### config.mk
export PLATFORM = sky130hd
export DESIGN_NAME = mac_seq_ctrl
export DESIGN_NICKNAME = d
export VERILOG_FILES = /design/src/rtl/mac_ctrl_pkg.sv /design/src/rtl/mac_seq_ctrl_lat_timer.sv /design/src/rtl/mac_seq_ctrl.sv
export SDC_FILE = /design/constraint.sdc
export NUM_CORES = 1
export LEC_CHECK = 0
export ABC_AREA = 1
export CORE_UTILIZATION = 49
export CTS_CLUSTER_DIAMETER = 60
export DETAILED_ROUTE_END_ITERATION = 16
export MAX_ROUTING_LAYER = met4
export PLACE_DENSITY_LB_ADDON = 0.2
export SETUP_SLACK_MARGIN = 0.4
export SLEW_MARGIN = 20
export SYNTH_ARGS = -nofsm -noshare
export SYNTH_HDL_FRONTEND = slang
export SYNTH_SLANG_ARGS = --single-unit
### constraint.sdc
create_clock -name i_clk -period 2.25 [get_ports i_clk]
set_input_delay 0.45 -clock i_clk [delete_from_list [all_inputs] [get_ports i_clk]]
set_output_delay 0.45 -clock i_clk [all_outputs]
set_load 0.01 [all_outputs]
### src/rtl/mac_ctrl_pkg.sv
// Shared definitions for the MAC sequencing controller.
//   state_t : 4-bit encoding of the nine controller states
//   LAT_W   : width of the latency wait counter
//   LAT_MIN / LAT_MAX : legal range of MUL_LAT and ACC_LAT
package mac_ctrl_pkg;

  localparam int LAT_W   = 4;
  localparam int LAT_MIN = 0;
  localparam int LAT_MAX = 15;

  typedef enum logic [3:0] {
    S_IDLE   = 4'd0,
    S_CLR    = 4'd1,
    S_LD_AB  = 4'd2,
    S_WAIT_M = 4'd3,
    S_LD_M   = 4'd4,
    S_WAIT_A = 4'd5,
    S_LD_ACC = 4'd6,
    S_OUT    = 4'd7,
    S_DONE   = 4'd8
  } state_t;

endpackage

### src/rtl/mac_seq_ctrl_lat_timer.sv
// Loadable down-counter used to time the multiplier and accumulator wait states.
// Ports:
//   i_clk, i_rst     : clock, synchronous active-high reset
//   i_load           : load i_load_val (takes priority over i_dec)
//   i_load_val       : value loaded
//   i_dec            : decrement by one
//   o_value          : current count
//   o_zero           : count is zero
module lat_timer
  import mac_ctrl_pkg::*;
(
  input  logic             i_clk,
  input  logic             i_rst,
  input  logic             i_load,
  input  logic [LAT_W-1:0] i_load_val,
  input  logic             i_dec,
  output logic [LAT_W-1:0] o_value,
  output logic             o_zero
);

  logic [LAT_W-1:0] r_value;

  always_ff @(posedge i_clk) begin
    if (i_rst) begin
      r_value <= '0;
    end else if (i_load) begin
      r_value <= i_load_val;
    end else if (i_dec) begin
      r_value <= r_value - LAT_W'(1);
    end
  end

  assign o_value = r_value;
  assign o_zero  = (r_value == '0);

endmodule

### src/rtl/mac_seq_ctrl.sv
// Sequencing controller for the MAC datapath: runs a job of len iterations of
// load A/B -> multiply -> accumulate, then loads the output register and holds
// done until the consumer accepts it.
// Ports:
//   i_clk, i_rst        : clock, synchronous active-high reset
//   i_go, i_len         : start request (sampled in IDLE) and iteration count
//   i_abort             : cancel the running job
//   i_out_ready         : consumer accepts the result while done is high
//   o_clr_acc .. o_ld_out : datapath strobes (Moore, decoded from state)
//   o_done, o_busy      : result valid / controller active
//   o_idx               : current iteration index (operand address)
//   o_perf_cycles       : cycle count of the last completed job
// Optional build macro: MAC_CTRL_PERF_EN enables the job cycle counter;
// without it o_perf_cycles is tied to zero.
//
// state    | meaning
// ---------+---------------------------------------------
// S_IDLE   | waiting for go
// S_CLR    | clear accumulator
// S_LD_AB  | load operands A and B at idx
// S_WAIT_M | multiplier latency wait
// S_LD_M   | capture multiplier result
// S_WAIT_A | accumulator latency wait
// S_LD_ACC | accumulate; advance idx or finish
// S_OUT    | load output register
// S_DONE   | result valid until out_ready
module mac_seq_ctrl
  import mac_ctrl_pkg::*;
#(
  parameter int CNT_W   = 8,
  parameter int MUL_LAT = 1,
  parameter int ACC_LAT = 1
) (
  input  logic             i_clk,
  input  logic             i_rst,
  input  logic             i_go,
  input  logic [CNT_W-1:0] i_len,
  input  logic             i_abort,
  input  logic             i_out_ready,
  output logic             o_clr_acc,
  output logic             o_ld_a,
  output logic             o_ld_b,
  output logic             o_ld_m,
  output logic             o_ld_acc,
  output logic             o_ld_out,
  output logic             o_done,
  output logic             o_busy,
  output logic [CNT_W-1:0] o_idx,
  output logic [15:0]      o_perf_cycles
);

  if (MUL_LAT < LAT_MIN || MUL_LAT > LAT_MAX) begin : g_bad_mul_lat
    $error("mac_seq_ctrl: MUL_LAT out of range 0..15");
  end
  if (ACC_LAT < LAT_MIN || ACC_LAT > LAT_MAX) begin : g_bad_acc_lat
    $error("mac_seq_ctrl: ACC_LAT out of range 0..15");
  end
  if (CNT_W < 1) begin : g_bad_cnt_w
    $error("mac_seq_ctrl: CNT_W must be at least 1");
  end

  // A wait of N cycles is a load of N-1 followed by counting down to zero.
  localparam logic [LAT_W-1:0] MUL_LOAD = (MUL_LAT > 0) ? LAT_W'(MUL_LAT - 1) : '0;
  localparam logic [LAT_W-1:0] ACC_LOAD = (ACC_LAT > 0) ? LAT_W'(ACC_LAT - 1) : '0;

  state_t           r_state;
  state_t           w_state_next;
  logic [CNT_W-1:0] r_len_q;
  logic [CNT_W-1:0] r_idx;
  logic             w_last;
  logic             w_tmr_load;
  logic [LAT_W-1:0] w_tmr_load_val;
  logic             w_tmr_dec;
  logic [LAT_W-1:0] w_tmr_val;
  logic             w_tmr_zero;
  logic             w_in_wait;
  logic             w_wait_done;

  assign w_last         = (r_idx == r_len_q - CNT_W'(1));
  assign w_in_wait      = (r_state == S_WAIT_M) || (r_state == S_WAIT_A);
  assign w_tmr_load     = (r_state == S_LD_AB) || (r_state == S_LD_M);
  assign w_tmr_load_val = (r_state == S_LD_AB) ? MUL_LOAD : ACC_LOAD;
  assign w_tmr_dec      = w_in_wait && !w_tmr_zero;
  assign w_wait_done    = (w_tmr_val == '0);

  lat_timer u_lat_timer (
    .i_clk      (i_clk),
    .i_rst      (i_rst),
    .i_load     (w_tmr_load),
    .i_load_val (w_tmr_load_val),
    .i_dec      (w_tmr_dec),
    .o_value    (w_tmr_val),
    .o_zero     (w_tmr_zero)
  );

  always_ff @(posedge i_clk) begin
    if (i_rst) begin
      r_state <= S_IDLE;
    end else begin
      r_state <= w_state_next;
    end
  end

  always_comb begin
    w_state_next = r_state;
    case (r_state)
      S_IDLE:   if (i_go) w_state_next = S_CLR;
      S_CLR:    w_state_next = (r_len_q == '0) ? S_OUT : S_LD_AB;
      S_LD_AB:  w_state_next = (MUL_LAT > 0) ? S_WAIT_M : S_LD_M;
      S_WAIT_M: if (w_wait_done) w_state_next = S_LD_M;
      S_LD_M:   w_state_next = (ACC_LAT > 0) ? S_WAIT_A : S_LD_ACC;
      S_WAIT_A: if (w_wait_done) w_state_next = S_LD_ACC;
      S_LD_ACC: w_state_next = w_last ? S_OUT : S_LD_AB;
      S_OUT:    w_state_next = S_DONE;
      S_DONE:   if (i_out_ready) w_state_next = S_IDLE;
      default:  w_state_next = S_IDLE;
    endcase
    // Abort wins over out_ready in DONE as well.
    if (i_abort && r_state != S_IDLE) begin
      w_state_next = S_IDLE;
    end
  end

  // idx stays at len_q-1 through OUT/DONE and only clears on the way back to IDLE.
  always_ff @(posedge i_clk) begin
    if (i_rst) begin
      r_idx   <= '0;
      r_len_q <= '0;
    end else begin
      if (r_state == S_IDLE && i_go) begin
        r_len_q <= i_len;
      end
      if (w_state_next == S_IDLE) begin
        r_idx <= '0;
      end else if (r_state == S_LD_ACC && !w_last) begin
        r_idx <= r_idx + CNT_W'(1);
      end
    end
  end

  always_comb begin
    o_clr_acc = 1'b0;
    o_ld_a    = 1'b0;
    o_ld_b    = 1'b0;
    o_ld_m    = 1'b0;
    o_ld_acc  = 1'b0;
    o_ld_out  = 1'b0;
    o_done    = 1'b0;
    case (r_state)
      S_CLR:    o_clr_acc = 1'b1;
      S_LD_AB: begin
        o_ld_a = 1'b1;
        o_ld_b = 1'b1;
      end
      S_LD_M:   o_ld_m   = 1'b1;
      S_LD_ACC: o_ld_acc = 1'b1;
      S_OUT:    o_ld_out = 1'b1;
      S_DONE:   o_done   = 1'b1;
      default: ;
    endcase
  end

  assign o_busy = (r_state != S_IDLE);
  assign o_idx  = r_idx;

`ifdef MAC_CTRL_PERF_EN
  logic [15:0] r_perf_cnt;
  logic [15:0] r_perf_out;
  logic [15:0] w_perf_inc;

  assign w_perf_inc = (r_perf_cnt == 16'hFFFF) ? r_perf_cnt : r_perf_cnt + 16'd1;

  // The OUT cycle itself is part of the job, so the published value includes it.
  always_ff @(posedge i_clk) begin
    if (i_rst) begin
      r_perf_cnt <= '0;
      r_perf_out <= '0;
    end else begin
      if (r_state == S_IDLE && i_go) begin
        r_perf_cnt <= '0;
      end else if (r_state != S_IDLE && r_state != S_DONE) begin
        r_perf_cnt <= w_perf_inc;
      end
      if (r_state == S_OUT && !i_abort) begin
        r_perf_out <= w_perf_inc;
      end
    end
  end

  assign o_perf_cycles = r_perf_out;
`else
  assign o_perf_cycles = '0;
`endif

endmodule

==> impl_metrics.yaml <==
status:
  outcome: "finished, final reports clean"
critical_path:
  crit_fanout: 4
  crit_required_ns: 1.80
  arrival_ns: 1.35
  r2r_setup_slack_ns: 0.46
  cp-end-kind: "primary output"
  start_kind: "flop"
  path_class: "reg2out"
timing:
  timing.setup.tns_ns: 0
  drv_slew: 0
  min_period_over_period_pct: 80.1
  hold_slack_ns: 0.462
  period_needed_ns: 1.80
  rsz0062_at_grt: "yes"
  final-setup-viol-count: 0
  finalClockSkew_ns: 0.00395
  fmax_ghz: 0.555
  hold_viol: 0
  fin_ws_ns: 0.449
logic_synthesis:
  yosys.area.top_type: "dfxtp_1"
  synth_seq_cells: 24
  synth.distinct_cells: 31
  synthTopCellsByArea: "dfxtp_1, nand2_1, inv_1"
  synth_top_area_share_pct: 27.5
  syn_inst: 262
  synth_area_mm2: 0.00174
  yosys_warnings: 0
  syn_avg_cell_area_um2: 6.66
  synth-seq-area-share_pct: 27.5
cts:
  clkTransAtPathRegs_ns: 0.13
  cts_tree: "yes"
  clkLatencyLatePin_ns: 0.33
  cts_max_path_buffers: 2
  postCtsHoldBufs: 0
  cts_sinks: 24
  root_buffer: "clkbuf_4"
  numCtsBuffers: 3
  htree_levels: 1
floorplanning:
  fp.dieW_um: 61.7
  io_pins: 45
  num_rows: 21
  start_util_pct: 51.9
  dieArea_mm2: 0.00380
  dieHeight_um: 61.7
  coreArea_mm2: 0.00336
power_and_ir_drop:
  p_per_area_mw_per_mm2: 939
  p_total_mw: 2.06
  p_switching_mw: 0.964
  p_leak_nw: 1.01
  pwr-share-comb_pct: 59.6
  ir_worst_vdd_uv: 618
  switching_share_pct: 46.7
  pwr-share-clk_pct: 11.5
  seq_power_share_pct: 28.9
  p_int_mw: 1.10
route:
  routed_wl_mm: 3.75
  ant_nets: 0
  first_pass_iters: 4
  drc_errors: 0
  drt-wirelength-per-cell_um: 10.9
  via_per_inst: 4.83
  vias: 1663
  drt_iter0_drc: 90
cells_and_area:
  post-route-util_pct: 65.3
  antenna_cells: 0
  seq_area_um2: 503
  areaGrowthSynthToFinish_pct: 25.8
  mostFrequentLayoutCells: "nand2_1, inv_1, nand3_1"
  final_cells: 344
  finish.net_count: 315
  fillers: 335
  multiInputGateArea_mm2: 0.00109
  final_common_cell: "nand2_1"
  final_area_mm2: 0.00219
  drive_gt1_share_pct: 25.8
placed_design:
  gp_congestion: 0.884
  place_ws_ns: 0.383
  placed_cell_area_mm2: 0.00200
  io_buffers: 28
  placed_cells: 333
  dp_hpwl_mm: 2.69
global_routing:
  grt_max_degree: 15
  grt_pass1_vias: 1382
  grt_pass1_wl_mm: 5.64
  grt_overflow: 0
  track_usage_pct: 20.8
  grt_antenna_before_repair: 0
min_path:
  min_path_type: "reg2reg"
job:
  drv_cap: 0
==> timing repair <==
item / in CTS / in global routing
resized for setup: 23 / 39
pin swaps: 1 / 6
buffers inserted: 0 / 7
endpoints found under the hold margin: 0 / 0
endpoints found under the setup margin: 11 / 21
==> kinds of logic after synthesis <==
family | synth area share [%]
other | 0.215
adders and majority gates | 2.73
DFF | 27.5
and+or+nand+nor | 37.9
AOI/OAI and AO/OA | 8.54
xor gates and xnor gates | 5.02
buffers and inverters | 18.1
==> layout make-up <==
cell class / count / area share, %
Multi-Input combinational cell: 190 / 49.7
Sequential cell: 24 / 22.9
Timing Repair Buffer: 37 / 15.6
Inverter: 43 / 7.58
Tap cell: 46 / 2.62
Clock buffer: 4 / 1.65
==> Yosys cell counts (all sizes together) <==
master,number
nand2,63
inv,43
nor2,32
dfxtp,24
nand3,23
buf,19
a21oi,17
o21ai,10
nor3,6
xor2,6
nand4,5
xnor2,4
ha,3
a31oi,1
and2,1
clkbuf,1
conb,1
maj3,1
nand3b,1
o21bai,1
==> routing by layer <==
metal	global-route usage (%)	vias to the layer above	routed length, µm
li1	-	864	-
met3	5.04	8	142
met5	-	-	0
met2	38.4	41	1950
met4	4.76	0	54
met1	22.2	750	1600
==> power by group through the flow <==
stage / registers (mW) / logic (mW) / clock network [mW]
floorplan: 0.562 / 0.835 / 0
global placement: 0.575 / 1.03 / 0
detailed placement: 0.575 / 1.04 / 0
CTS: 0.578 / 1.06 / 0.248
global route: 0.604 / 1.35 / 0.267
finish: 0.595 / 1.23 / 0.238
==> flip-flops by register name, summed over array words and instances, names as in the netlist <==
signal and cells:
o_idx 8, r_len_q 8, r_state 4, u_lat_timer.o_value 4
==> worst paths after layout <==
path | from | endpoint | depth (start not counted)
max | r_state[1]$_SDFF_PP0_ | o_ld_out | 4
min | u_lat_timer.o_value[0]$_SDFFE_PP0P_ | u_lat_timer.o_value[0]$_SDFFE_PP0P_ | 1
max reg2reg | r_state[1]$_SDFF_PP0_ | o_idx[3]$_SDFFE_PP0P_ | 10
min reg2reg | u_lat_timer.o_value[0]$_SDFFE_PP0P_ | u_lat_timer.o_value[0]$_SDFFE_PP0P_ | 1
==> worst max-delay path, stage by stage (launching register included) <==
cell and delay (ns):
dfxtp_4 0.42, buf_12 0.11, inv_2 0.04, nor3_2 0.19
clkdlybuf4s15_1 0.27
Power figures use the tool's default switching activity.
